$ cat config.mk
export PLATFORM = sky130hd
export DESIGN_NAME = hwpe_instr_seq
export DESIGN_NICKNAME = d
export VERILOG_FILES = /design/src/rtl/hwpe_instr_seq.sv
export SDC_FILE = /design/constraint.sdc
export NUM_CORES = 1
export LEC_CHECK = 0
export CAP_MARGIN = 20
export CORE_MARGIN = 1.5
export CORE_UTILIZATION = 39
export DETAILED_ROUTE_END_ITERATION = 10
export MAX_ROUTING_LAYER = met4
export PLACE_DENSITY = 0.74
export SLEW_MARGIN = 20
export SYNTH_ARGS = -nofsm -noshare
export SYNTH_HDL_FRONTEND = slang
export SYNTH_SLANG_ARGS = --single-unit
$ cat constraint.sdc
create_clock -name clk -period 21.2 [get_ports clk]
set_clock_uncertainty 0.15 [all_clocks]
set_input_delay 5.3 -clock clk [delete_from_list [all_inputs] [get_ports clk]]
set_output_delay 5.3 -clock clk [all_outputs]
set_load 0.005 [all_outputs]
$ cat src/rtl/hwpe_instr_seq.sv
// hwpe_instr_seq
// ----------------------------------------------------------------------------
// Generates the full custom-instruction stream for one convolution layer of
// the HWPE accelerator from a configuration latched at start:
//   RST -> WCFG -> 4x WFAD -> ROWS*PES x WACC (optional) -> MATRIX ->
//   per tile (K outer, W, H inner): [ROWS x RELU] + ROWS*PES x RACC -> DONE
//
// Each beat is {cmd_instr, cmd_rs1, cmd_rs2}. The instruction word layout is
// {funct7, rs2, rs1, xd, xs1, xs2, rd, opcode} with the opcode fixed at 7'h0B.
//
// Ports:
//   clk, rst        clock, asynchronous active-high reset
//   start           one-cycle request, sampled only while idle
//   cfg0_i, cfg1_i  layer config words (WCFG data)
//   base_addr_i     8 x 32-bit feature base addresses (entry n at [32n+:32])
//   k/w/h_count_i   tile loop counts; any zero skips the tile loop
//   w/h_stride_i    matrix strides
//   skip_clr_i      1 = omit the accumulator-clear (WACC) phase
//   cmd_*           command beat, valid/ready
//   busy            sequence in progress (high exactly while cmd_valid is)
//   done            one-cycle completion pulse
//
// Build option: define HWPE_SEQ_RELU_EN to compile in the RELU phase, which
// emits ROWS relu beats ahead of each tile's RACC beats.
//
// Handshake: a beat is transferred on a rising edge where cmd_valid and
// cmd_ready are both high. cmd_valid never drops without a transfer (except
// on rst) and the payload is held stable while cmd_valid is high and
// cmd_ready is low. Payload and cmd_valid are registers; cmd_ready only
// selects whether the precomputed next beat is loaded.
// ----------------------------------------------------------------------------
module hwpe_instr_seq #(
  parameter int ROWS  = 8,
  parameter int PES   = 16,
  parameter int CNT_W = 16
) (
  input  logic             clk,
  input  logic             rst,
  input  logic             start,
  input  logic [31:0]      cfg0_i,
  input  logic [31:0]      cfg1_i,
  input  logic [255:0]     base_addr_i,
  input  logic [CNT_W-1:0] k_count_i,
  input  logic [CNT_W-1:0] w_count_i,
  input  logic [CNT_W-1:0] h_count_i,
  input  logic [15:0]      w_stride_i,
  input  logic [15:0]      h_stride_i,
  input  logic             skip_clr_i,
  output logic             cmd_valid,
  input  logic             cmd_ready,
  output logic [31:0]      cmd_instr,
  output logic [31:0]      cmd_rs1,
  output logic [31:0]      cmd_rs2,
  output logic             busy,
  output logic             done
);

  localparam logic [6:0] OPCODE = 7'b0001011;

  localparam logic [3:0] S_IDLE   = 4'd0;
  localparam logic [3:0] S_RST    = 4'd1;
  localparam logic [3:0] S_WCFG   = 4'd2;
  localparam logic [3:0] S_WFAD   = 4'd3;
  localparam logic [3:0] S_WACC   = 4'd4;
  localparam logic [3:0] S_MATRIX = 4'd5;
  localparam logic [3:0] S_RACC   = 4'd6;
  localparam logic [3:0] S_DONE   = 4'd7;
`ifdef HWPE_SEQ_RELU_EN
  localparam logic [3:0] S_RELU   = 4'd8;
  localparam logic [3:0] S_TILE0  = S_RELU;
`else
  localparam logic [3:0] S_TILE0  = S_RACC;
`endif

  localparam logic [2:0]       ROW_LAST = 3'(ROWS - 1);
  localparam logic [4:0]       PE_LAST  = 5'(PES - 1);
  localparam logic [CNT_W-1:0] CNT_ONE  = CNT_W'(1);

  // FSM and loop counters; the counters describe the beat currently presented
  logic [3:0]       state_q;
  logic [1:0]       fad_q;
  logic [2:0]       row_q;
  logic [4:0]       pe_q;
  logic [CNT_W-1:0] k_q, w_q, h_q;

  // configuration latched at start
  logic [31:0]      cfg0_q, cfg1_q;
  logic [31:0]      base_q [8];
  logic [CNT_W-1:0] k_cnt_q, w_cnt_q, h_cnt_q;
  logic [15:0]      w_stride_q, h_stride_q;
  logic             skip_q;

  logic [3:0]       nxt_state;
  logic [1:0]       nxt_fad;
  logic [2:0]       nxt_row;
  logic [4:0]       nxt_pe;
  logic [CNT_W-1:0] nxt_k, nxt_w, nxt_h;
  logic [31:0]      pl_instr, pl_rs1, pl_rs2;

  logic [CNT_W-1:0] k_last, w_last, h_last;
  logic             any_zero, row_end, pe_end, final_tile, nxt_final, racc_en;
  logic             advance, nxt_beat;

  assign k_last     = k_cnt_q - CNT_ONE;
  assign w_last     = w_cnt_q - CNT_ONE;
  assign h_last     = h_cnt_q - CNT_ONE;
  assign any_zero   = (k_cnt_q == '0) || (w_cnt_q == '0) || (h_cnt_q == '0);
  assign row_end    = (row_q == ROW_LAST);
  assign pe_end     = (pe_q == PE_LAST);
  assign final_tile = (k_q == k_last) && (w_q == w_last) && (h_q == h_last);

  function automatic logic [31:0] mk_instr(input logic [6:0] f7,
                                           input logic [4:0] rs2f,
                                           input logic [4:0] rs1f,
                                           input logic [2:0] xbits,
                                           input logic [4:0] rd);
    return {f7, rs2f, rs1f, xbits, rd, OPCODE};
  endfunction

  // Next beat position. Only consulted when the FSM advances.
  always_comb begin
    nxt_state = state_q;
    nxt_fad   = fad_q;
    nxt_row   = row_q;
    nxt_pe    = pe_q;
    nxt_k     = k_q;
    nxt_w     = w_q;
    nxt_h     = h_q;
    case (state_q)
      S_IDLE: if (start) nxt_state = S_RST;
      S_RST:  nxt_state = S_WCFG;
      S_WCFG: begin
        nxt_state = S_WFAD;
        nxt_fad   = 2'd0;
      end
      S_WFAD: begin
        if (fad_q == 2'd3) begin
          nxt_row   = '0;
          nxt_pe    = '0;
          nxt_state = skip_q ? S_MATRIX : S_WACC;
        end else begin
          nxt_fad = fad_q + 2'd1;
        end
      end
      S_WACC: begin
        if (pe_end) begin
          nxt_pe = '0;
          if (row_end) begin
            nxt_row   = '0;
            nxt_state = S_MATRIX;
          end else begin
            nxt_row = row_q + 3'd1;
          end
        end else begin
          nxt_pe = pe_q + 5'd1;
        end
      end
      S_MATRIX: begin
        if (any_zero) begin
          nxt_state = S_DONE;
        end else begin
          nxt_k     = '0;
          nxt_w     = '0;
          nxt_h     = '0;
          nxt_row   = '0;
          nxt_pe    = '0;
          nxt_state = S_TILE0;
        end
      end
`ifdef HWPE_SEQ_RELU_EN
      S_RELU: begin
        if (row_end) begin
          nxt_row   = '0;
          nxt_pe    = '0;
          nxt_state = S_RACC;
        end else begin
          nxt_row = row_q + 3'd1;
        end
      end
`endif
      S_RACC: begin
        if (pe_end && row_end) begin
          nxt_row = '0;
          nxt_pe  = '0;
          if (final_tile) begin
            nxt_state = S_DONE;
          end else begin
            // H innermost, then W, then K
            nxt_state = S_TILE0;
            if (h_q != h_last) begin
              nxt_h = h_q + CNT_ONE;
            end else begin
              nxt_h = '0;
              if (w_q != w_last) begin
                nxt_w = w_q + CNT_ONE;
              end else begin
                nxt_w = '0;
                nxt_k = k_q + CNT_ONE;
              end
            end
          end
        end else if (pe_end) begin
          nxt_pe  = '0;
          nxt_row = row_q + 3'd1;
        end else begin
          nxt_pe = pe_q + 5'd1;
        end
      end
      S_DONE:  nxt_state = S_IDLE;
      default: nxt_state = S_IDLE;
    endcase
  end

  // The last RACC beat of every tile but the final one carries the racc_en
  // marker in the rs1 field.
  assign nxt_final = (nxt_k == k_last) && (nxt_w == w_last) && (nxt_h == h_last);
  assign racc_en   = (nxt_row == ROW_LAST) && (nxt_pe == PE_LAST) && !nxt_final;

  // Payload of the next beat, loaded into the output registers on advance
  always_comb begin
    pl_instr = '0;
    pl_rs1   = '0;
    pl_rs2   = '0;
    case (nxt_state)
      S_RST:  pl_instr = mk_instr(7'd64, 5'd0, 5'd0, 3'b000, 5'd0);
      S_WCFG: begin
        pl_instr = mk_instr(7'd2, 5'd0, 5'd0, 3'b011, 5'd0);
        pl_rs1   = cfg0_q;
        pl_rs2   = cfg1_q;
      end
      S_WFAD: begin
        pl_instr = mk_instr(7'd1, 5'd0, 5'd0, 3'b011, {2'b00, nxt_fad, 1'b0});
        pl_rs1   = base_q[{nxt_fad, 1'b0}];
        pl_rs2   = base_q[{nxt_fad, 1'b1}];
      end
      S_WACC:
        pl_instr = mk_instr(7'd8, nxt_pe, 5'd0, 3'b010, {2'b00, nxt_row});
      S_MATRIX: begin
        pl_instr = mk_instr(7'd4, 5'd0, 5'd0, 3'b011, 5'd0);
        pl_rs1   = {16'(w_cnt_q), 16'(h_cnt_q)};
        pl_rs2   = {w_stride_q, h_stride_q};
      end
`ifdef HWPE_SEQ_RELU_EN
      S_RELU:
        pl_instr = mk_instr(7'd32, {2'b00, nxt_row}, 5'd0, 3'b010, 5'd0);
`endif
      S_RACC:
        pl_instr = mk_instr(7'd16, nxt_pe,
                            {racc_en ? 2'b10 : 2'b00, nxt_row}, 3'b100, 5'd0);
      default: ;
    endcase
  end

  // DONE always falls through to IDLE; beat states move only on a transfer.
  assign advance  = ((state_q == S_IDLE) && start) || (state_q == S_DONE) ||
                    (cmd_valid && cmd_ready);
  assign nxt_beat = (nxt_state != S_IDLE) && (nxt_state != S_DONE);

  always_ff @(posedge clk or posedge rst) begin
    if (rst) begin
      state_q    <= S_IDLE;
      fad_q      <= '0;
      row_q      <= '0;
      pe_q       <= '0;
      k_q        <= '0;
      w_q        <= '0;
      h_q        <= '0;
      cfg0_q     <= '0;
      cfg1_q     <= '0;
      for (int n = 0; n < 8; n++) base_q[n] <= '0;
      k_cnt_q    <= '0;
      w_cnt_q    <= '0;
      h_cnt_q    <= '0;
      w_stride_q <= '0;
      h_stride_q <= '0;
      skip_q     <= 1'b0;
      cmd_valid  <= 1'b0;
      cmd_instr  <= '0;
      cmd_rs1    <= '0;
      cmd_rs2    <= '0;
      busy       <= 1'b0;
      done       <= 1'b0;
    end else begin
      if ((state_q == S_IDLE) && start) begin
        cfg0_q     <= cfg0_i;
        cfg1_q     <= cfg1_i;
        for (int n = 0; n < 8; n++) base_q[n] <= base_addr_i[32*n +: 32];
        k_cnt_q    <= k_count_i;
        w_cnt_q    <= w_count_i;
        h_cnt_q    <= h_count_i;
        w_stride_q <= w_stride_i;
        h_stride_q <= h_stride_i;
        skip_q     <= skip_clr_i;
      end
      if (advance) begin
        state_q   <= nxt_state;
        fad_q     <= nxt_fad;
        row_q     <= nxt_row;
        pe_q      <= nxt_pe;
        k_q       <= nxt_k;
        w_q       <= nxt_w;
        h_q       <= nxt_h;
        cmd_valid <= nxt_beat;
        busy      <= nxt_beat;
        done      <= (nxt_state == S_DONE);
        cmd_instr <= pl_instr;
        cmd_rs1   <= pl_rs1;
        cmd_rs2   <= pl_rs2;
      end
    end
  end

endmodule

# Word level (Yosys, flattened, before mapping)
# Index checks and enable logic that the tools add are counted.
# W data, S select, Z words.
# word_totals
regBits,561
in_bits,405
wordCells,139
# op_classes
addsub,9
n_lt_le_gt_ge,2
eq_ne,28
mux,50
n_bitwise,2
n_reduce_logical,20
# op_table
operator,n
$mux W16,14
$bmux W32 S3,2
$pmux W32 S3,2
$pmux W32 S6,1
$mux W32,4
$eq A16 B16 Y1,6
$pmux W16 S2,3
$add A16 B1 Y16 const B,3
$logic_not A16 Y1,3
$sub A16 B1 Y16 const B,3
$eq A4 B3 Y1 const B,8
$ne A16 B16 Y1,2
$pmux W4 S7,1
$mux W4,5
$mux W5,4
$pmux W5 S4,1
$mux W3,6
$eq A4 B2 Y1 const B,4
$pmux W3 S4,1
$eq A5 B4 Y1 const B,2
$logic_and A1 B1 Y1,10
$eq A4 B1 Y1 const B,2
$ge A4 B4 Y1 const B,2
$not A3 Y4,2
other kinds (13),20

# Longest topological paths before layout
# Gate-level depths: netlist of the first run.
# logic_depth
ltp_word,14
ltp_mapped,17
depth_no_buf,15

# Worst setup path before layout of the first run
# Ideal clock, no wire load.
# synth_timing
path_kind,in2reg
from,input port start
to,register cmd_rs2[17]
arrival_ns,6.808
required_time_ns,20.915
slack_ns,14.107
cell_stages,8
n_path_buf,2
path_cell_list,a21oi_1 > o41ai_1 > a31oi_1 > nor3_2 > o21ai_1 > clkbuf_1 > clkbuf_1 > o21ai_0
# synth_between
elab_chain_len,4
# synth_rtl
item,line_no,source
"start, declared",39,"input logic start,"
$mux W4,130,S_IDLE: if (start) nxt_state = S_RST;
$pmux W4 S7,129,case (state_q)
$eq A4 B3 Y1 or $eq A4 B2 Y1 (tied branches),224,case (nxt_state)
$pmux W32 S3,224,
"end signal, assigned",308,cmd_rs2 <= pl_rs2;
"end, declared",53,"output logic [31:0] cmd_rs2,"
# Several ways; a longest one is shown, not always the timed one.
# A chain may end at the register's enable or synchronous reset.

# Worst setup path in the final report of the first run
# layout_timing
from,input port start
to,register cmd_instr[19]
# layout_between
elab_chain_len,4
# layout_rtl
item,line_no,source
$mux W4,130,
$pmux W4 S7,129,
"$eq A4 B3 Y1, or another cell as far along",224,
$pmux W32 S6,224,
"end signal, assigned",306,cmd_instr <= pl_instr;
"end, declared",51,"output logic [31:0] cmd_instr,"
# Several ways; a longest one is shown, not always the timed one.

==> qor.csv, run 1 <==
stage,metric,value,unit
run_status,status,completed,
global_route,grt_pass1_vias,26131,
timing,setup_viol,0,
placed_design,dp_hpwl,72300,um
drt,vias_per_cell,5.54,
timing,tightest_slew,1.10,ns
floorplan,start_util,39.2,%
yosys,syn_avg_cell_area,8.51,um^2
clock_tree,cts_resized,0,
yosys,synth_edf_count,0,
worst_setup_path,worst_path_largest_cell_delay,0.95,ns
clock_tree,h-tree-depth,2,
pwr,total_power,0.00514,W
yosys,synth-seq-cells,550,
cells_and_area,seq_area,0.0138,mm^2
yosys,yosysSeqAreaShare,47.3,%
cells_and_area,layout_commonest_cell,nand2_1,
global_route,grt_max_degree,214,
floorplan,die-area,0.0763,mm^2
placed_design,portBuffers,495,
flow_run,cap_violations,0,
pwr,combPwrFrac,42.1,%
floorplan,die_x,276,um
yosys,ys_warn_count,0,
drt,wl,104000,um
pwr,leakage,16.6,nW
worst_setup_path,critPathBufInv,2,
floorplan,core_area,0.0742,mm^2
cells_and_area,area_growth,26.5,%
timing,max_clock_freq,0.114,GHz
timing,rsz0062_at_grt,false,
cells_and_area,layout-drive-gt1-share,6.69,%
placed_design,gp_congestion,1.00,
global_route,grt_pass1_wl,158000,um
yosys,async_reset_ff_share,100,%
floorplan,num_io_pins,504,
drt,dr.pass1.iters,6,
yosys,syn-cell-area,0.0291,mm^2
drt,vias,26634,
worst_setup_path,path_cells,clkdlybuf4s50_1 -> nand2_1 -> nor2_1 -> nand2_4 -> and2_4 -> buf_4 -> nand2_1 -> o31ai_1 -> nor3_1 -> nand4_1 -> nor3_1 -> and4_1 -> a31oi_1,
drt,drt_iter0_markers,2806,
worst_setup_path,setup.worst_path.start_class,input pin,
placed_design,place_area,0.0346,mm^2
pwr,clock_power_share,22.1,%
clock_tree,hold_buffers,0,
timing,period_share,41.5,%
timing,hold_viol,0,
worst_setup_path,endpoint_kind,flip-flop,
hold_path,hold_path.class,reg2reg,
floorplan,num_rows,100,
pwr,p_seq_share,35.9,%
clock_tree,cts_sinks,550,
worst_setup_path,required,21.62,ns
clock_tree,numCtsBuffers,61,
cells_and_area,post-route-util,49.6,%
global_route,grt_util_all_layers,27.5,%
cells_and_area,layout.nets,4171,
clock_tree,clockRootBuffer,clkbuf_16,
clock_tree,clk_pin_slew_worst_paths,0.07,ns
drt,drc_errors,0,
timing,slew_headroom,26.4,%
timing,period_minus_slack,8.80,ns
yosys,synthDistinctLibCells,89,
hold_path,hold_start,base_q[244],
worst_setup_path,r2r_start,h_cnt_q[3],
pwr,p_switching,0.00209,W
clock_tree,tritoncts,built,
worst_setup_path,arrival,9.22,ns
pwr,swShare,40.6,%
floorplan,die_h,276,um
yosys,synth_ff_type,dfrtp_1,
drt,wl_per_cell,21.6,um
cells_and_area,most-common-layout-cells,"1381 x nand2_1, 550 x dfrtp_1, 495 x clkdlybuf4s50_1",
timing,timing.final.ws_setup,12.40,ns
cells_and_area,multiInputGateArea,0.0143,mm^2
pwr,power_density,140,mW/mm^2
timing,drv_slew,0,
worst_setup_path,path_max_fanout,87,
yosys,syn_inst,3422,
global_route,grt-ovfl-total,0,
placed_design,dpl_worst_slack,11.75,ns
cells_and_area,final_cell_area,0.0368,mm^2
clock_tree,post-cts-setup-buffer-count,0,
worst_setup_path,path_delay_family,simple AND/OR/NAND/NOR gates,
timing,finalSetupTns,0,ns
pwr,peakVddDrop,0.000113,V
global_route,antenna_found_initial,26,
drt,detail-route-antenna-nets,0,
worst_setup_path,critPathKind,in2reg,
clock_tree,clock_latency,0.66,ns
pwr,p_int,0.00305,W
worst_setup_path,crit_start,start,
clock_tree,cts_buffer_depth,3,
cells_and_area,fillers,6934,
worst_setup_path,cp_slowest_cell,and2_4,
power by group through the flow:
stage	clock, W	sequential (W)	combinational (W)
global placement	0	0.00183	0.00211
floorplan	0	0.00166	0.00156
global route	0.00119	0.00189	0.00237
CTS	0.00115	0.00183	0.00216
finish	0.00113	0.00184	0.00216
detailed placement	0	0.00184	0.00214
sequential cells by signal (all words and copies together) (netlist names), 21 cells and up:
signal,cells
cmd_rs1,32
cmd_instr,21
cfg1_q,32
cmd_rs2,32
cfg0_q,32
base_q,256
worst register-to-register path: stages, from the launching register on:
cell and delay (ns):
dfrtp_1 0.58, or4_1 0.76, or4_4 0.59, xor2_1 0.37, o2111ai_1 0.25, nor4_4 0.72
nand2_1 0.67, o21ai_1 0.38, a31oi_1 0.13, buf_4 0.22, nor3_4 0.16, buf_4 0.44
buf_4 0.57, a221oi_1 0.27, o21ai_0 0.22
cells by family after synthesis:
logic type               count (synthesis)  synth area share, %
AND/OR/NAND/NOR                       1885                 27.9
flip-flops                             550                 47.3
AO/OA/AOI/OAI                          484                 11.2
buffers and inverters                  294                 4.12
XOR/XNOR                               121                 3.78
multiplexers                            78                 5.35
adder cells (fa/ha/maj)                  9                0.387
other                                    1               0.0129
metrics by stage:
step | cells | hold WS (ns)
after floorplan | 3429 | 0.288
after global placement | 4662 | 0.302
after detailed placement | 4662 | 0.305
after CTS | 4777 | 0.323
after global routing | 4804 | 0.339
final | 4804 | 0.318
final timing paths:
check | endpoint | slack (ns) | depth (start not counted)
hold / removal | base_q[244] | 0.32 | 2
setup reg to reg | cmd_rs1[22] | 14.64 | 14
setup / recovery | cmd_instr[19] | 12.40 | 13
max in group asynchronous | base_q[9] | 12.93 | 5
min in group asynchronous | cfg0_q[14] | 5.07 | 2
hold reg to reg | base_q[244] | 0.32 | 2
cell type report:
cell class | instances | area share [%]
Antenna cell | 26 | 0.177
Timing Repair Buffer | 530 | 14.3
Clock inverter | 38 | 1.30
Clock buffer | 77 | 4.55
Tap cell | 969 | 3.29
Sequential cell | 550 | 37.4
Inverter | 29 | 0.316
Multi-Input combinational cell | 2585 | 38.7
layer usage:
| metal | vias up | global-route usage [%] | share of wire [%] |
|---|---|---|---|
| met1 | 12925 | 35.0 | 41 |
| met4 | 0 | 12.4 | 4.4 |
| met5 | - | - | 0 |
| met3 | 221 | 5.43 | 8.0 |
| li1 | 12316 | - | - |
| met2 | 1172 | 42.6 | 47 |
cell usage after synthesis, types with 17 or more instances:
master	number	area [um^2]
nand2_1	1382	5190
dfrtp_1	550	13800
clkbuf_1	229	860
o21ai_0	126	631
nor2_1	108	405
and3_1	95	594
xnor2_1	86	753
a21oi_1	73	365
a221oi_1	68	596
mux4_2	62	1400
nand3_1	55	275
nor3_1	51	255
nor4_1	36	225
o21ai_1	34	170
nand4_1	32	200
xor2_1	32	280
a31oi_1	29	181
inv_1	29	109
o31ai_1	25	188
nand2b_1	19	119
or3_1	17	106
(Power assumes the default switching activity.)
==> inputs of run 2 (changes only) <==
--- a/config.mk
+++ b/config.mk
@@ -10,7 +10,7 @@
 export CORE_UTILIZATION = 39
 export DETAILED_ROUTE_END_ITERATION = 10
 export MAX_ROUTING_LAYER = met4
-export PLACE_DENSITY = 0.74
+export PLACE_DENSITY = 0.72
 export SLEW_MARGIN = 20
 export SYNTH_ARGS = -nofsm -noshare
 export SYNTH_HDL_FRONTEND = slang
==> constraint.sdc (replaced) <==
create_clock -name clk -period 8.81 [get_ports clk]
set_clock_uncertainty 0.15 [all_clocks]
set_input_delay 2.2025 -clock clk [delete_from_list [all_inputs] [get_ports clk]]
set_output_delay 2.2025 -clock clk [all_outputs]
set_load 0.005 [all_outputs]
==> run 2 against run 1 <==
Compared with the run above:
- flip-flop and latch count stayed put
- register-to-register slack lost 12 ns
- sequential share of layout area fell by 0.12 points
- worst setup slack worse by 9.7 ns
- critical path depth stayed put
- clock power grew to 2.5 times the previous value
- total power increased by 140%
- highest routed layer unchanged
==> qor.csv, run 2 (synthesized netlist as in run 1, its figures left out) <==
stage,metric,value,unit
drt,wl_per_cell,21.9,um
timing,period_minus_slack,6.13,ns
drt,vias,26607,
timing,hold_viol,0,
pwr,peakVddDrop,0.000195,V
drt,dr.pass1.iters,6,
drt,drc_errors,0,
clock_tree,cts_buffer_depth,3,
clock_tree,numCtsBuffers,61,
worst_setup_path,endpoint_kind,flip-flop,
clock_tree,hold_buffers,0,
floorplan,die_x,276,um
worst_setup_path,cp_slowest_cell,nor3_4,
pwr,leakage,16.7,nW
placed_design,dpl_worst_slack,2.72,ns
clock_tree,clock_latency,0.65,ns
floorplan,num_rows,100,
placed_design,dp_hpwl,75300,um
cells_and_area,largest_reg_flops,256,
worst_setup_path,path_max_fanout,31,
drt,vias_per_cell,5.55,
cells_and_area,regMostFlops,base_q,
clock_tree,clockRootBuffer,clkbuf_16,
worst_setup_path,path_cells,or4_1 -> or4_4 -> xor2_1 -> o2111ai_1 -> nor4_4 -> nand2_1 -> buf_4 -> o21ai_1 -> a31oi_1 -> nor3_4 -> buf_4 -> a221oi_1 -> o21ai_0,
placed_design,place_inst,4664,
timing,setup_viol,0,
worst_setup_path,critPathKind,reg2reg,
worst_setup_path,required,9.20,ns
timing,max_clock_freq,0.163,GHz
worst_setup_path,worst_path_largest_cell_delay,0.98,ns
pwr,clock_power_share,22.8,%
global_route,grt_pass1_wl,161000,um
cells_and_area,most-common-layout-cells,"1381 x nand2_1, 550 x dfrtp_1, 495 x clkdlybuf4s50_1",
pwr,swShare,40.0,%
run_status,status,completed,
worst_setup_path,cpMostUsedCell,buf_4,
cells_and_area,fillers,6962,
clock_tree,clk_pin_slew_worst_paths,0.06,ns
timing,slew_headroom,22.4,%
timing,tightest_slew,1.16,ns
drt,detail-route-antenna-nets,0,
clock_tree,post-cts-setup-buffer-count,0,
pwr,power_density,339,mW/mm^2
pwr,total_power,0.0125,W
flow_run,cap_violations,0,
pwr,p_seq_share,34.9,%
global_route,grt-ovfl-total,0,
clock_tree,cts_resized,0,
timing,drv_slew,0,
cells_and_area,seq_area,0.0138,mm^2
cells_and_area,layout_commonest_cell,nand2_1,
worst_setup_path,setup.worst_path.start_class,flip-flop,
floorplan,core_area,0.0742,mm^2
drt,wl,105000,um
global_route,antenna_found_initial,16,
clock_tree,cts_sinks,550,
worst_setup_path,arrival,6.52,ns
hold_path,hold_path.class,reg2reg,
global_route,grt_pass1_vias,26082,
cells_and_area,post-route-util,49.8,%
drt,drt_iter0_markers,2558,
floorplan,num_io_pins,504,
cells_and_area,stdcell_count,4793,
clock_tree,tritoncts,built,
cells_and_area,layout-drive-gt1-share,6.70,%
placed_design,gp_congestion,0.983,
clock_tree,h-tree-depth,2,
pwr,p_int,0.00752,W
timing,rsz0062_at_grt,false,
global_route,grt_max_degree,215,
cells_and_area,layout.nets,4172,
cells_and_area,multiInputGateArea,0.0143,mm^2
floorplan,die-area,0.0763,mm^2
floorplan,start_util,39.2,%
timing,timing.final.ws_setup,2.68,ns
pwr,combPwrFrac,42.3,%
global_route,grt_util_all_layers,27.9,%
cells_and_area,area_growth,26.9,%
placed_design,portBuffers,495,
pwr,p_switching,0.00501,W
floorplan,die_h,276,um
timing,period_share,69.6,%
-- run 2: critical path: cells and delay by family, from the launching register on --
family,cells,cell delay [ns]
and+or+nand+nor,5,3.00
AOI/OAI and AO/OA,5,1.20
xor gates and xnor gates,1,0.32
DFF,1,0.55
buffers and inverters,2,0.76
-- run 2: final timing paths --
check | start | to | slack (ns) | depth (start not counted)
min in group asynchronous | rst | base_q[226] | 1.74 | 2
hold / removal | base_q[212] | base_q[212] | 0.32 | 2
setup reg to reg | h_cnt_q[5] | cmd_rs1[18] | 2.68 | 13
setup / recovery | h_cnt_q[5] | cmd_rs1[18] | 2.68 | 13
max in group asynchronous | rst | k_cnt_q[8] | 4.92 | 4
hold reg to reg | base_q[212] | base_q[212] | 0.32 | 2
-- run 2: layout make-up --
cell class	count	share of cell area (%)
tap	969	3.28
clock inverter	28	1.25
timing repair buffer	531	14.3
antenna	16	0.108
sequential	550	37.3
inverter	29	0.305
clock buffer	85	4.92
multi-input combinational	2585	38.6
-- run 2: per-stage QoR --
step                      area (um^2)  TNS [ns]  hold slack, ns
after floorplan                 29100   -564.49           0.288
after global placement          34600         0           0.302
after detailed placement        34600         0           0.308
after CTS                       36900         0           0.323
after global routing            36900         0           0.336
final                           36900         0           0.319
-- run 2: power by group through the flow --
| stage | clock network [W] | registers, W | logic [W] |
|---|---|---|---|
| CTS | 0.00291 | 0.00436 | 0.00529 |
| detailed placement | 0 | 0.00439 | 0.00525 |
| finish | 0.00286 | 0.00438 | 0.00530 |
| floorplan | 0 | 0.00401 | 0.00375 |
| global route | 0.00301 | 0.00450 | 0.00580 |
| global placement | 0 | 0.00436 | 0.00520 |
-- run 2: routing by layer --
layer / GRT usage (%) / vias up / part of all wire (%)
li1: - / 12319 / -
met1: 36.8 / 12964 / 42
met2: 42.8 / 1102 / 46
met3: 5.77 / 222 / 8.2
met4: 9.68 / 0 / 3.6
met5: - / - / 0
